### config.mk
export PLATFORM = sky130hd
export DESIGN_NAME = rr_arbiter_router_flat
export DESIGN_NICKNAME = d
export VERILOG_FILES = /design/src/rtl/rr_arbiter_router_pkg.sv /design/src/rtl/rr_arbiter_router_if.sv /design/src/rtl/rr_arbiter_router_rr_grant.sv /design/src/rtl/rr_arbiter_router.sv /design/src/flat_wrapper.sv
export SDC_FILE = /design/constraint.sdc
export NUM_CORES = 1
export LEC_CHECK = 0
export CAP_MARGIN = 20
export CORE_UTILIZATION = 37
export DETAILED_ROUTE_END_ITERATION = 10
export GPL_TIMING_DRIVEN = 0
export PLACE_DENSITY = 0.77
export SYNTH_ARGS = -nofsm -noshare
export SYNTH_HDL_FRONTEND = slang
export SYNTH_HIERARCHICAL = 1
export SYNTH_SLANG_ARGS = --single-unit
### constraint.sdc
create_clock -name clk -period 2.6 [get_ports clk]
set_input_delay 0.26 -clock clk [delete_from_list [all_inputs] [get_ports clk]]
set_output_delay 0.26 -clock clk [all_outputs]
set_load 0.05 [all_outputs]
### src/rtl/rr_arbiter_router_pkg.sv
// Shared widths, FSM encoding and word-field helpers for the round-robin
// input-to-output FIFO router.
package router_pkg;

  localparam int DATA_W    = 10;
  localparam int DEST_W    = 2;
  localparam int LIM_W     = 3;
  localparam int NUM_PORTS = 4;

  typedef enum logic [1:0] {
    ST_RESET  = 2'd0,
    ST_INIT   = 2'd1,
    ST_IDLE   = 2'd2,
    ST_ACTIVE = 2'd3
  } state_e;

  // Destination output port is carried in the top bits of every word.
  function automatic logic [DEST_W-1:0] dest_of(input logic [DATA_W-1:0] word);
    return word[DATA_W-1 -: DEST_W];
  endfunction

endpackage

### src/rtl/rr_arbiter_router_if.sv
// FIFO-side bus of the router: input FIFO heads/pops, output FIFO pushes,
// back-pressure and the threshold configuration.
interface rr_arbiter_router_if;
  import router_pkg::*;

  logic                 init;
  logic [LIM_W-1:0]     limit_low;
  logic [LIM_W-1:0]     limit_high;
  logic [NUM_PORTS-1:0] in_empty;
  logic [DATA_W-1:0]    data0_in;
  logic [DATA_W-1:0]    data1_in;
  logic [DATA_W-1:0]    data2_in;
  logic [DATA_W-1:0]    data3_in;
  logic [NUM_PORTS-1:0] pop_in;
  logic [NUM_PORTS-1:0] out_almost_full;
  logic [DATA_W-1:0]    data_out;
  logic [NUM_PORTS-1:0] push_out;
  logic [LIM_W-1:0]     thr_low;
  logic [LIM_W-1:0]     thr_high;
  logic                 idle;

  modport slave (
    input  init, limit_low, limit_high, in_empty,
    input  data0_in, data1_in, data2_in, data3_in, out_almost_full,
    output pop_in, data_out, push_out, thr_low, thr_high, idle
  );

  modport master (
    output init, limit_low, limit_high, in_empty,
    output data0_in, data1_in, data2_in, data3_in, out_almost_full,
    input  pop_in, data_out, push_out, thr_low, thr_high, idle
  );

endinterface

### src/rtl/rr_arbiter_router_rr_grant.sv
// Combinational 4-way round-robin picker: first requester at or after ptr_i
// wins, so a blocked queue never stalls the others.
module rr_grant
  import router_pkg::*;
(
  input  logic [NUM_PORTS-1:0] req_i,
  input  logic [DEST_W-1:0]    ptr_i,
  output logic [NUM_PORTS-1:0] gnt_o,
  output logic [DEST_W-1:0]    idx_o,
  output logic                 vld_o
);

  logic [DEST_W-1:0] cand;

  always_comb begin
    gnt_o = '0;
    idx_o = '0;
    vld_o = 1'b0;
    cand  = '0;
    for (int k = 0; k < NUM_PORTS; k++) begin
      cand = ptr_i + DEST_W'(k);
      if (!vld_o && req_i[cand]) begin
        vld_o       = 1'b1;
        idx_o       = cand;
        gnt_o[cand] = 1'b1;
      end
    end
  end

endmodule

### src/rtl/rr_arbiter_router.sv
// Central switch: pops input FIFOs 0-3 in round-robin order and pushes each
// word one cycle later into the output FIFO named by its destination field.
module rr_arbiter_router
  import router_pkg::*;
(
  input  logic                clk,
  input  logic                reset,
  rr_arbiter_router_if.slave  bus
);

  state_e               state_q, state_d;
  logic [DEST_W-1:0]    rr_ptr_q, rr_ptr_d;
  logic [DATA_W-1:0]    data_q, data_d;
  logic [NUM_PORTS-1:0] push_q, push_d;
  logic [LIM_W-1:0]     thr_low_q, thr_low_d;
  logic [LIM_W-1:0]     thr_high_q, thr_high_d;

  logic [DATA_W-1:0]    head [NUM_PORTS];
  logic [NUM_PORTS-1:0] req;
  logic [NUM_PORTS-1:0] gnt;
  logic [DEST_W-1:0]    gnt_idx;
  logic                 gnt_vld;
  logic                 grant;
  logic                 any_valid;

  assign head[0] = bus.data0_in;
  assign head[1] = bus.data1_in;
  assign head[2] = bus.data2_in;
  assign head[3] = bus.data3_in;

  // A queue only requests if its head's destination can still accept a word.
  always_comb begin
    req = '0;
    for (int i = 0; i < NUM_PORTS; i++) begin
      req[i] = ~bus.in_empty[i] & ~bus.out_almost_full[dest_of(head[i])];
    end
  end

  rr_grant u_grant (
    .req_i (req),
    .ptr_i (rr_ptr_q),
    .gnt_o (gnt),
    .idx_o (gnt_idx),
    .vld_o (gnt_vld)
  );

  assign grant     = (state_q == ST_ACTIVE) && !bus.init && gnt_vld;
  assign any_valid = ~&bus.in_empty;

  always_comb begin
    state_d    = state_q;
    rr_ptr_d   = rr_ptr_q;
    data_d     = data_q;
    push_d     = '0;
    thr_low_d  = thr_low_q;
    thr_high_d = thr_high_q;

    case (state_q)
      ST_RESET: state_d = ST_INIT;
      ST_INIT: begin
        thr_low_d  = bus.limit_low;
        thr_high_d = bus.limit_high;
        if (!bus.init) state_d = any_valid ? ST_ACTIVE : ST_IDLE;
      end
      ST_IDLE: begin
        if (bus.init)       state_d = ST_INIT;
        else if (any_valid) state_d = ST_ACTIVE;
      end
      ST_ACTIVE: begin
        if (bus.init)                   state_d = ST_INIT;
        else if (!any_valid && !grant)  state_d = ST_IDLE;
      end
      default: state_d = ST_RESET;
    endcase

    if (grant) begin
      data_d   = head[gnt_idx];
      push_d   = NUM_PORTS'(1) << dest_of(head[gnt_idx]);
      rr_ptr_d = gnt_idx + DEST_W'(1);
    end
  end

  always_ff @(posedge clk) begin
    if (reset) begin
      state_q    <= ST_RESET;
      rr_ptr_q   <= '0;
      data_q     <= '0;
      push_q     <= '0;
      thr_low_q  <= '0;
      thr_high_q <= '0;
    end else begin
      state_q    <= state_d;
      rr_ptr_q   <= rr_ptr_d;
      data_q     <= data_d;
      push_q     <= push_d;
      thr_low_q  <= thr_low_d;
      thr_high_q <= thr_high_d;
    end
  end

  assign bus.pop_in   = grant ? gnt : '0;
  assign bus.data_out = data_q;
  assign bus.push_out = push_q;
  assign bus.thr_low  = thr_low_q;
  assign bus.thr_high = thr_high_q;
  assign bus.idle     = (state_q == ST_IDLE);

endmodule

### src/flat_wrapper.sv
// flat-port wrapper written by rule: the top's interface ports become plain ports
module rr_arbiter_router_flat import router_pkg::*;
  (clk, reset, bus_init, bus_limit_low, bus_limit_high, bus_in_empty, bus_data0_in, bus_data1_in, bus_data2_in, bus_data3_in, bus_out_almost_full, bus_pop_in, bus_data_out, bus_push_out, bus_thr_low, bus_thr_high, bus_idle);
  rr_arbiter_router_if bus_i ();
  input  logic clk;
  input  logic reset;
  input wire logic [$bits(bus_i.init)-1:0] bus_init;
  input wire logic [$bits(bus_i.limit_low)-1:0] bus_limit_low;
  input wire logic [$bits(bus_i.limit_high)-1:0] bus_limit_high;
  input wire logic [$bits(bus_i.in_empty)-1:0] bus_in_empty;
  input wire logic [$bits(bus_i.data0_in)-1:0] bus_data0_in;
  input wire logic [$bits(bus_i.data1_in)-1:0] bus_data1_in;
  input wire logic [$bits(bus_i.data2_in)-1:0] bus_data2_in;
  input wire logic [$bits(bus_i.data3_in)-1:0] bus_data3_in;
  input wire logic [$bits(bus_i.out_almost_full)-1:0] bus_out_almost_full;
  output wire logic [$bits(bus_i.pop_in)-1:0] bus_pop_in;
  output wire logic [$bits(bus_i.data_out)-1:0] bus_data_out;
  output wire logic [$bits(bus_i.push_out)-1:0] bus_push_out;
  output wire logic [$bits(bus_i.thr_low)-1:0] bus_thr_low;
  output wire logic [$bits(bus_i.thr_high)-1:0] bus_thr_high;
  output wire logic [$bits(bus_i.idle)-1:0] bus_idle;
  assign bus_i.init = bus_init;
  assign bus_i.limit_low = bus_limit_low;
  assign bus_i.limit_high = bus_limit_high;
  assign bus_i.in_empty = bus_in_empty;
  assign bus_i.data0_in = bus_data0_in;
  assign bus_i.data1_in = bus_data1_in;
  assign bus_i.data2_in = bus_data2_in;
  assign bus_i.data3_in = bus_data3_in;
  assign bus_i.out_almost_full = bus_out_almost_full;
  assign bus_pop_in = bus_i.pop_in;
  assign bus_data_out = bus_i.data_out;
  assign bus_push_out = bus_i.push_out;
  assign bus_thr_low = bus_i.thr_low;
  assign bus_thr_high = bus_i.thr_high;
  assign bus_idle = bus_i.idle;
  rr_arbiter_router u_core (.clk(clk), .reset(reset), .bus(bus_i));
endmodule
==> reports/metrics.yaml, run 1 <==
status:
  outcome: "complete, but fails checks"
  violations: "setup timing"
route:
  drc_errors: 0
  routedWlPerCell_um: 15.40
  via_count: 1743
  ant_nets: 0
  routed_via_density: 5.314
  routed_wl_mm: 5.051
  drt_pre_antenna_iters: 4
  first_iter_violations: 74
timing:
  period_needed_ns: 2.667
  fin_skew_ns: 0.006103
  finalHoldViolations: 0
  fin_hold_ws_ns: 0.4557
  worstMarginPinSlew_ns: 0.5192
  setup_tns_ns: -0.6772
  setup_viol: 18
  finalWorstSetupSlack_ns: -0.06703
  rsz0062_at_grt: "true"
  maxSlewViolCount: 0
  finalCritPeriodShare: 1.026
  relSlewSlack: 0.6528
  fmax_ghz: 0.3749
yosys:
  synth_warnings: 6
  syn_area_um2: 1662
  yosysMostFrequentCell: "dfxtp_1"
  ys.flop_type: "dfxtp_1"
  syn_nets: 223
  syn_inst: 161
  synth_cell_type_count: 37
  ys_seq_area_frac: 0.2892
  async_reset_ff_frac: 0
  synth_edf_count: 0
  synthTopCellsByCount: "dfxtp_1, nand2_1, nor2_1"
  synth_area_leaders: "dfxtp_1, mux4_2, nand2_1, a21oi_2, mux2i_1"
  ys_ff_latch: 24
  syn_avg_cell_area_um2: 10.32
  yosys.area.top_type_share: 0.2892
  yosysTopAreaCell: "dfxtp_1"
power_and_ir_drop:
  seqPwrFrac: 0.351
  p_leak_nw: 1.164
  comb_power_share: 0.457
  fin_total_pwr_mw: 1.096
  switching_share: 0.3041
  power.density_nw_per_um2: 361.0
  p_int_mw: 0.7627
  power_switching_mw: 0.3332
  peakVddDrop_mv: 0.1967
  power.share.clock: 0.192
worst_setup_path:
  start_kind: "input port"
  cp.arrival_ns: 2.82
  slowest_stage: "mux4_2"
  slowest_delay_ns: 0.60
  endpoint_kind: "register"
  cp_top_family: "multiplexers"
  cp.required_ns: 2.75
  crit_chain: "dlygate4sd2_1 > mux4_2 > nor2_4 > mux4_2 > buf_8 > o31ai_4 > buf_6 > buf_6 > mux4_2 > nand2_2 > a21oi_2"
  critPathKind: "in2reg"
  crit_fanout: 4
  path_buf_inv: 4
  cpMostUsedCell: "mux4_2"
global_routing:
  antenna_found_initial: 0
  first_global_vias: 1739
  track_usage: 0.2054
  grt_remaining_overflow: 0
  grt_max_degree: 13
  grt_pass1_wl_mm: 8.038
finish:
  fin_area_um2: 3035
  finish.utilization: 0.7020
  n_antenna_cell: 0
  nets: 340
  area_growth_pct: 82.68
  drive_above_1_share: 0.4420
  instances_no_fill: 328
placement:
  hpwlAfterDp_mm: 3.287
  gp_congestion: 0.7695
  dpl-instance-area_um2: 2605
  port-buffer-count: 81
  place_inst: 294
  pre_cts_ws_ns: -1.089
clocking:
  clock_latency_ns: 0.26
  cts-root-buf: "clkbuf_8"
  cts-htree-levels: 1
  cts_tree: "built"
  clock_path_buffers: 2
  holdBufCountCts: 0
  cts_num_sinks: 24
  cts.clk_slew.worst_paths_ns: 0.08
  cts_buffers: 3
die:
  die_area_um2: 4763
  core-area_um2: 4324
  die_x_um: 69.02
  io_pins: 82
  die_h_um: 69.02
  initial_utilization: 0.3843
  row_count: 24
flow_run:
  drv_cap: 0
worst_hold_path:
  hold_class: "reg2reg"
state kept, by name (all words and copies together), names as in the netlist:
signal	count
u_core/bus.data_out	10
u_core/bus.push_out	4
u_core/bus.thr_high	3
u_core/bus.thr_low	3
u_core/rr_ptr_q	2
u_core/state_q	2
metal layers:
layer	GRT usage	routed length [µm]	vias to the layer above
li1	-	-	834
met1	0.2456	1982	831
met2	0.3711	2739	70
met3	0.02924	252	8
met4	0.07483	76	0
met5	0	0	-
placed cells by master, fill, tap and decap left out, types with 2 or more instances in the layout:
cell type | netlist | routed
buf_12 | 0 | 3
dfxtp_1 | 24 | 22
o21ai_2 | 0 | 2
mux2_2 | 2 | 2
ha_1 | 5 | 4
a211oi_1 | 2 | 2
nor3_1 | 3 | 2
nand2_2 | 0 | 8
a22oi_2 | 0 | 3
and2_4 | 0 | 4
a21oi_2 | 8 | 9
nand2_1 | 19 | 11
a22oi_1 | 8 | 5
mux4_2 | 16 | 18
nand2b_1 | 2 | 2
inv_1 | 6 | 3
buf_6 | 3 | 8
dlygate4sd2_1 | 0 | 3
nor2_4 | 0 | 4
buf_4 | 1 | 26
dfxtp_4 | 0 | 2
buf_2 | 4 | 10
dlymetal6s2s_1 | 0 | 3
buf_8 | 0 | 5
clkdlybuf4s50_1 | 0 | 61
o21ai_1 | 1 | 5
clkdlybuf4s15_1 | 0 | 2
nor2_1 | 18 | 13
nand3_2 | 0 | 2
mux2i_1 | 7 | 7
clkbuf_8 | 0 | 3
cell type report:
type                       count  area, µm²
buffer                         9      81.33
tap                           52      65.06
multi-input combinational    121       1242
inverter                       6      30.03
sequential                    24      488.0
timing repair buffer         113       1087
clock buffer                   3      41.29
fill                         307       1289
path summary, 6_finish.rpt:
path                          startpoint                      to  slack (ns)  depth (start not counted)
hold reg to reg   u_core/bus.data_out[8]  u_core/bus.data_out[8]        0.46                          2
setup reg to reg      u_core/rr_ptr_q[0]  u_core/bus.data_out[0]       -0.05                          9
hold / removal    u_core/bus.data_out[8]  u_core/bus.data_out[8]        0.46                          2
setup / recovery         bus_data3_in[9]  u_core/bus.data_out[0]       -0.07                         11
repair_timing:
item / 4_1_cts / 5_1_grt
pin swaps: 14 / 14
gates cloned: 1 / 0
buffers inserted: 26 / 5
endpoints found under the setup margin: 20 / 18
gates resized for setup: 97 / 29
power by group through the flow:
stage                     clock, mW  combinational (mW)  sequential (mW)
after global routing          0.240               0.534            0.387
after detailed placement          0               0.389            0.395
final                         0.210               0.501            0.385
after global placement            0               0.386            0.394
after floorplan                   0               0.218            0.425
after CTS                     0.216               0.471            0.384
tightest hold or removal path: stages (launching register included):
cell	delay (ns)
dfxtp_1	0.32
nand2_1	0.05
o21ai_1	0.05
cell families (layout without fill, tap and decap cells):
kind of cell / count (synthesis) / in the layout / synth area share
and+or+nand+nor: 57 / 57 / 0.1739
AOI/OAI and AO/OA: 31 / 31 / 0.1348
muxes: 27 / 27 / 0.3042
DFF: 24 / 24 / 0.2892
buffers and inverters: 16 / 131 / 0.05497
adders and majority gates: 5 / 5 / 0.03765
xor gates and xnor gates: 1 / 1 / 0.005272
(Power assumes the default switching activity.)
==> run 2: changes to the inputs <==
--- a/config.mk
+++ b/config.mk
@@ -5,11 +5,13 @@
 export SDC_FILE = /design/constraint.sdc
 export NUM_CORES = 1
 export LEC_CHECK = 0
+export ABC_AREA = 1
 export CAP_MARGIN = 20
-export CORE_UTILIZATION = 37
+export CORE_ASPECT_RATIO = 0.6
+export CORE_UTILIZATION = 38
 export DETAILED_ROUTE_END_ITERATION = 10
 export GPL_TIMING_DRIVEN = 0
-export PLACE_DENSITY = 0.77
+export PLACE_DENSITY = 0.78
 export SYNTH_ARGS = -nofsm -noshare
 export SYNTH_HDL_FRONTEND = slang
 export SYNTH_HIERARCHICAL = 1
==> run 2 against run 1 <==
The run now ends clean. Sequential share of layout area is 0.61 points higher. Highest routed layer unchanged. Flip-flop and latch count stayed put. Critical path depth is 7 higher. Non-clock buffer count is 13 lower. Register-to-register slack better by 0.10 ns.
==> reports/metrics.yaml, run 2 <==
finish:
  instances_no_fill: 453
  largest_reg_flops: 10
  most-common-layout-cells: "nor2_1, clkdlybuf4s50_1, nand2_1"
  area_growth_pct: 64.00
  multi_input_area_um2: 1174
  ff_latch_area_um2: 488.0
  mostFrequentLayoutCell: "nor2_1"
  nFillCells: 372
  n_antenna_cell: 0
  fin_area_um2: 2924
  drive_above_1_share: 0.1908
  nets: 456
  finish.utilization: 0.6798
worst_hold_path:
  hold_class: "in2reg"
placement:
  dpl-instance-area_um2: 2669
  place_inst: 431
  hpwlAfterDp_mm: 4.479
  gp_congestion: 0.8760
  port-buffer-count: 81
  pre_cts_ws_ns: -1.213
timing:
  finalHoldViolations: 0
  setup_tns_ns: 0
  fmax_ghz: 0.3923
  setup_viol: 0
  rsz0062_at_grt: "true"
  finalWorstSetupSlack_ns: 0.05109
  maxSlewViolCount: 0
  fin_skew_ns: 0.004817
  relSlewSlack: 0.6446
  worstMarginPinSlew_ns: 0.5314
  finalCritPeriodShare: 0.9803
  period_needed_ns: 2.549
route:
  via_count: 2351
  first_iter_violations: 193
  routed_wl_mm: 6.126
  ant_nets: 0
  routedWlPerCell_um: 13.52
  drc_errors: 0
  routed_via_density: 5.190
  drt_pre_antenna_iters: 4
yosys:
  synthTopCellsByCount: "nor2_1, nand2_1, o21ai_0"
  ys_seq_area_frac: 0.2695
  yosysTopAreaCell: "dfxtp_1"
  yosysMostFrequentCell: "nor2_1"
  async_reset_ff_frac: 0
  ys_ff_latch: 24
  ys.flop_type: "dfxtp_1"
  syn_area_um2: 1783
  synth_cell_type_count: 29
  syn_avg_cell_area_um2: 6.148
  synth_warnings: 6
  synth_edf_count: 0
  synth_area_leaders: "dfxtp_1, nor2_1, nand2_1, o21ai_0, nand3_1"
  syn_inst: 290
  yosys.area.top_type_share: 0.2695
  syn_nets: 352
worst_setup_path:
  path_buf_inv: 12
  cp.arrival_ns: 2.72
  crit_fanout: 6
  crit_chain: "clkinvlp_4 > buf_4 > buf_4 > nand3_4 > nand2_4 > nor2_4 > buf_6 > nand4_1 > buf_4 > buf_4 > buf_4 > buf_4 > buf_4 > buf_4 > inv_1 > o2111ai_1 > nand2_1 > inv_1"
  start_kind: "register"
  critPathKind: "reg2reg"
  cpMostUsedCell: "buf_4"
  cp_top_family: "buffers and inverters"
  slowest_delay_ns: 0.38
  slowest_stage: "dfxtp_4"
  cp.required_ns: 2.77
  endpoint_kind: "register"
clocking:
  cts_buffers: 3
  cts.clk_slew.worst_paths_ns: 0.08
  cts-root-buf: "clkbuf_8"
  cts_tree: "built"
  cts_num_sinks: 24
  clock_latency_ns: 0.27
  clock_path_buffers: 2
  cts-htree-levels: 1
die:
  io_pins: 82
  die_h_um: 55.06
  initial_utilization: 0.4145
  row_count: 18
  die_x_um: 90.43
  core-area_um2: 4302
  die_area_um2: 4979
global_routing:
  track_usage: 0.2514
  antenna_found_initial: 0
  grt_pass1_wl_mm: 9.673
  first_global_vias: 2089
  grt_remaining_overflow: 0
  grt_max_degree: 14
power_and_ir_drop:
  power.density_nw_per_um2: 396.0
  p_leak_nw: 1.315
  peakVddDrop_mv: 0.2309
status:
  outcome: "complete, no violations"
flow_run:
  drv_cap: 0
run 2: worst register-to-register path: stages, from the launching register on:
cell        delay [ns]
dfxtp_4           0.38
clkinvlp_4        0.12
buf_4             0.16
buf_4             0.16
nand3_4           0.10
nand2_4           0.07
nor2_4            0.12
buf_6             0.11
nand4_1           0.17
buf_4             0.20
buf_4             0.12
buf_4             0.12
buf_4             0.12
buf_4             0.12
buf_4             0.12
inv_1             0.05
o2111ai_1         0.10
nand2_1           0.08
inv_1             0.04
run 2: worst paths after layout:
check                                       startpoint                     end  slack [ns]  depth (start not counted)
worst max register to register      u_core/rr_ptr_q[1]       u_core/state_q[0]        0.05                         18
worst max-delay path                u_core/rr_ptr_q[1]       u_core/state_q[0]        0.05                         18
worst min-delay path                   bus_data3_in[9]  u_core/bus.push_out[0]        0.42                          4
worst min register to register  u_core/bus.data_out[9]  u_core/bus.data_out[9]        0.47                          2
run 2: kinds of logic after synthesis:
family	count (synthesis)	share of synthesized area
AND/OR/NAND/NOR	155	0.3923
AO/OA/AOI/OAI	66	0.2007
buffers and inverters	40	0.1025
flip-flops	24	0.2695
adder cells (fa/ha/maj)	5	0.03509
run 2: repair_timing:
item	CTS	global route
resized for setup	50	30
endpoints found under the hold margin	0	0
buffers inserted	12	6
hold buffers	0	0
pin swaps	5	10
setup endpoints to repair	19	20
run 2: layout make-up:
cell class,instances,area share
Buffer,10,0.02824
Clock buffer,4,0.01883
Inverter,30,0.04065
Multi-Input combinational cell,226,0.4014
Sequential cell,24,0.1669
Tap cell,60,0.02567
Timing Repair Buffer,99,0.3184
run 2: per-stage QoR:
stage	power (mW)	hold WS [ns]
floorplan	0.6802	0.3328
global placement	0.8521	0.4643
detailed placement	0.8591	0.4649
CTS	1.138	0.4759
global route	1.226	0.4472
finish	1.158	0.4159
run 2: metal layers:
metal,wire length [µm],GRT usage,up-vias
li1,-,-,1161
met1,2813,0.3276,1042
met2,2579,0.4135,140
met3,695,0.08197,8
met4,38,0.05645,0
met5,0,0,-
run 2: power by group:
| group | switching, mW | total, mW | internal [mW] |
|---|---|---|---|
| Combinational | 0.292 | 0.521 | 0.228 |
| Sequential | 0.00893 | 0.388 | 0.380 |
| Clock | 0.113 | 0.249 | 0.135 |
==> run 3: changes to the inputs <==
--- a/config.mk
+++ b/config.mk
@@ -8,11 +8,10 @@
 export ABC_AREA = 1
 export CAP_MARGIN = 20
 export CORE_ASPECT_RATIO = 0.6
-export CORE_UTILIZATION = 38
+export CORE_UTILIZATION = 44
 export DETAILED_ROUTE_END_ITERATION = 10
 export GPL_TIMING_DRIVEN = 0
-export PLACE_DENSITY = 0.78
+export PLACE_DENSITY_LB_ADDON = 0.15
 export SYNTH_ARGS = -nofsm -noshare
 export SYNTH_HDL_FRONTEND = slang
-export SYNTH_HIERARCHICAL = 1
 export SYNTH_SLANG_ARGS = --single-unit
==> constraint.sdc (replaced) <==
create_clock -name clk -period 2.55 [get_ports clk]
set_input_delay 0.255 -clock clk [delete_from_list [all_inputs] [get_ports clk]]
set_output_delay 0.255 -clock clk [all_outputs]
set_load 0.05 [all_outputs]
==> run 3 against run 2 <==
Synthesized cell count is 20% higher. Setup slack better by 0.073 ns. Worst hold slack better by 0.078 ns. Critical endpoint is now bus_pop_in[1].
==> reports/metrics.yaml, run 3 <==
status:
  outcome: "complete, no violations"
timing:
  fmax_ghz: 0.4122
  period_needed_ns: 2.426
  finalHoldViolations: 0
  maxSlewViolCount: 0
  finalCritPeriodShare: 0.9514
  fin_hold_ws_ns: 0.4935
  setup_viol: 0
  fin_skew_ns: 0.007895
  setup_tns_ns: 0
  relSlewSlack: 0.6454
  worstMarginPinSlew_ns: 0.5303
power_and_ir_drop:
  power_switching_mw: 0.4815
  peakVddDrop_mv: 0.3594
  switching_share: 0.3643
  seqPwrFrac: 0.300
  p_int_mw: 0.8401
  comb_power_share: 0.448
  power.share.clock: 0.252
  p_leak_nw: 1.679
  power.density_nw_per_um2: 409.1
yosys:
  syn_nets: 413
  synth_area_leaders: "dfxtp_1, nand3_1, nand2_1, inv_1, nor2_1"
  synth-adder-area-share: 0.04756
  syn_inst: 348
  synth-simple-area-share: 0.4982
  synth_cell_type_count: 26
  yosysTopAreaCell: "dfxtp_1"
  yosys.area.top_type_share: 0.2283
  ys.flop_type: "dfxtp_1"
  synthTopCellsByCount: "nand3_1, nand2_1, inv_1"
  syn_area_um2: 2105
  syn_avg_cell_area_um2: 6.047
  yosysMostFrequentCell: "nand3_1"
  synth_warnings: 0
  ys_seq_area_frac: 0.2283
  synth_edf_count: 0
  ys_ff_latch: 24
  synth_top_family_by_area: "simple AND/OR/NAND/NOR gates"
  async_reset_ff_frac: 0
  synth_mux_area_frac: 0
  synth_compound_area_frac: 0.06243
  synth_xor_area_frac: 0.004162
worst_setup_path:
  cp.arrival_ns: 2.17
  cp.required_ns: 2.30
  start_kind: "register"
  slowest_stage: "dfxtp_4"
  rr_worst_depth: 14
  endpoint_kind: "output port"
  crit_fanout: 6
  critPathKind: "reg2out"
  crit_chain: "clkinvlp_4 > ha_4 > inv_1 > nand2_2 > nand2_4 > nor2_8 > nand3_2 > inv_4 > nand2_1 > a31oi_1 > buf_4"
  slowest_delay_ns: 0.39
route:
  drc_errors: 0
  via_count: 2637
  ant_nets: 0
  first_iter_violations: 199
  routed_via_density: 5.201
  routedWlPerCell_um: 13.31
  routed_wl_mm: 6.750
  drt_pre_antenna_iters: 4
finish:
  mostFrequentLayoutCell: "nand3_1"
  drive_above_1_share: 0.1554
  most-common-layout-cells: "nand3_1, clkdlybuf4s50_1, inv_1, nand2_1, nor2_1"
  n_antenna_cell: 0
  nFillCells: 407
  area_growth_pct: 53.51
  nets: 510
  largest_reg_flops: 10
placement:
  hpwlAfterDp_mm: 5.161
  port-buffer-count: 81
  gp_congestion: 0.8648
clocking:
  cts.clk_slew.worst_paths_ns: 0.09
  clock_path_buffers: 2
  cts_tree: "built"
  cts_buffers: 3
  cts_num_sinks: 24
  clock_latency_ns: 0.27
  cts-htree-levels: 1
  cts-root-buf: "clkbuf_8"
global_routing:
  first_global_vias: 2392
  grt_max_degree: 15
  grt_remaining_overflow: 0
  antenna_found_initial: 0
  track_usage: 0.2582
  grt_pass1_wl_mm: 10.67
worst_hold_path:
  hold_class: "reg2reg"
  hold_path_depth: 2
die:
  die_area_um2: 5073
  die_h_um: 55.57
  core-area_um2: 4588
  initial_utilization: 0.4587
  io_pins: 82
  die_x_um: 91.29
  row_count: 19
flow_run:
  drv_cap: 0
[run 3: cell types whose count changed in the layout (fill, tap and decap cells not counted), sizes merged, moves of 4 or more]
cell and change:
a21boi -4, a21oi -8, buf -4, clkbuf -8, dlymetal6s2s +6, inv +40
nand2 +22, nand3 +63, nor2 -30, o21ai -35
[run 3: per-stage QoR]
step | cell area (µm²) | power [mW] | utilization | worst slack [ns] | cells
after global placement | 2994 | 0.9451 | 0.6526 | -0.6928 | 492
after CTS | 3102 | 1.299 | 0.6760 | 0.01351 | 497
after floorplan | 2105 | 0.7616 | - | -0.1827 | 348
after global routing | 3231 | 1.391 | 0.7041 | -0.008317 | 507
final | 3231 | 1.322 | 0.7041 | 0.1239 | 507
after detailed placement | 2994 | 0.9605 | 0.6526 | -0.6768 | 492
[run 3: path summary, 6_finish.rpt]
path,endpoint,slack [ns],startpoint
worst min register to register,u_core.bus.data_out[9],0.49,u_core.bus.data_out[9]
worst max-delay path,bus_pop_in[1],0.12,u_core.rr_ptr_q[1]
worst min-delay path,u_core.bus.data_out[9],0.49,u_core.bus.data_out[9]
worst max register to register,u_core.bus.push_out[3],0.24,u_core.rr_ptr_q[0]
[run 3: power by group through the flow]
| stage | sequential [mW] | combinational [mW] | clock [mW] |
|---|---|---|---|
| floorplan | 0.448 | 0.313 | 0 |
| global placement | 0.407 | 0.538 | 0 |
| detailed placement | 0.407 | 0.553 | 0 |
| CTS | 0.397 | 0.563 | 0.339 |
| global route | 0.399 | 0.641 | 0.352 |
| finish | 0.397 | 0.591 | 0.333 |
[run 3: final cells by class]
class                           count  area, µm²  area share
Inverter                           70      271.5     0.08404
Clock buffer                        3      41.29     0.01278
Tap cell                           63      78.83     0.02440
Buffer                             10      68.82     0.02130
Multi-Input combinational cell    243       1333      0.4125
Clock inverter                      1      30.03    0.009295
Sequential cell                    24      488.0      0.1510
Timing Repair Buffer               93      919.6      0.2847
[run 3: layer usage]
layer / wire, µm / vias up / GRT usage
li1: - / 1310 / -
met1: 3082 / 1184 / 0.3593
met2: 2923 / 135 / 0.4242
met3: 674 / 8 / 0.04781
met4: 71 / 0 / 0.04535
met5: 0 / - / 0
[run 3: cell families (layout without fill, tap and decap cells)]
logic type	Yosys count	count (layout)
compound gates	22	22
fa+ha+maj	8	8
buf+inv	81	177
xor+xnor	1	1
flops	24	24
simple gates	212	212
[run 3: repair_timing]
item | in CTS | in global routing
hold buffers | 0 | 0
resized for setup | 38 | 18
endpoints found under the setup margin | 20 | 4
buffers inserted | 1 | 11
pin swaps | 0 | 3
[run 3: worst max-delay path, delay by kind of cell, from the launching register on]
family,cells,cell delay (ns)
AOI/OAI and AO/OA,1,0.17
adders and majority gates,1,0.32
buffers and inverters,4,0.51
DFF,1,0.39
and+or+nand+nor,5,0.50
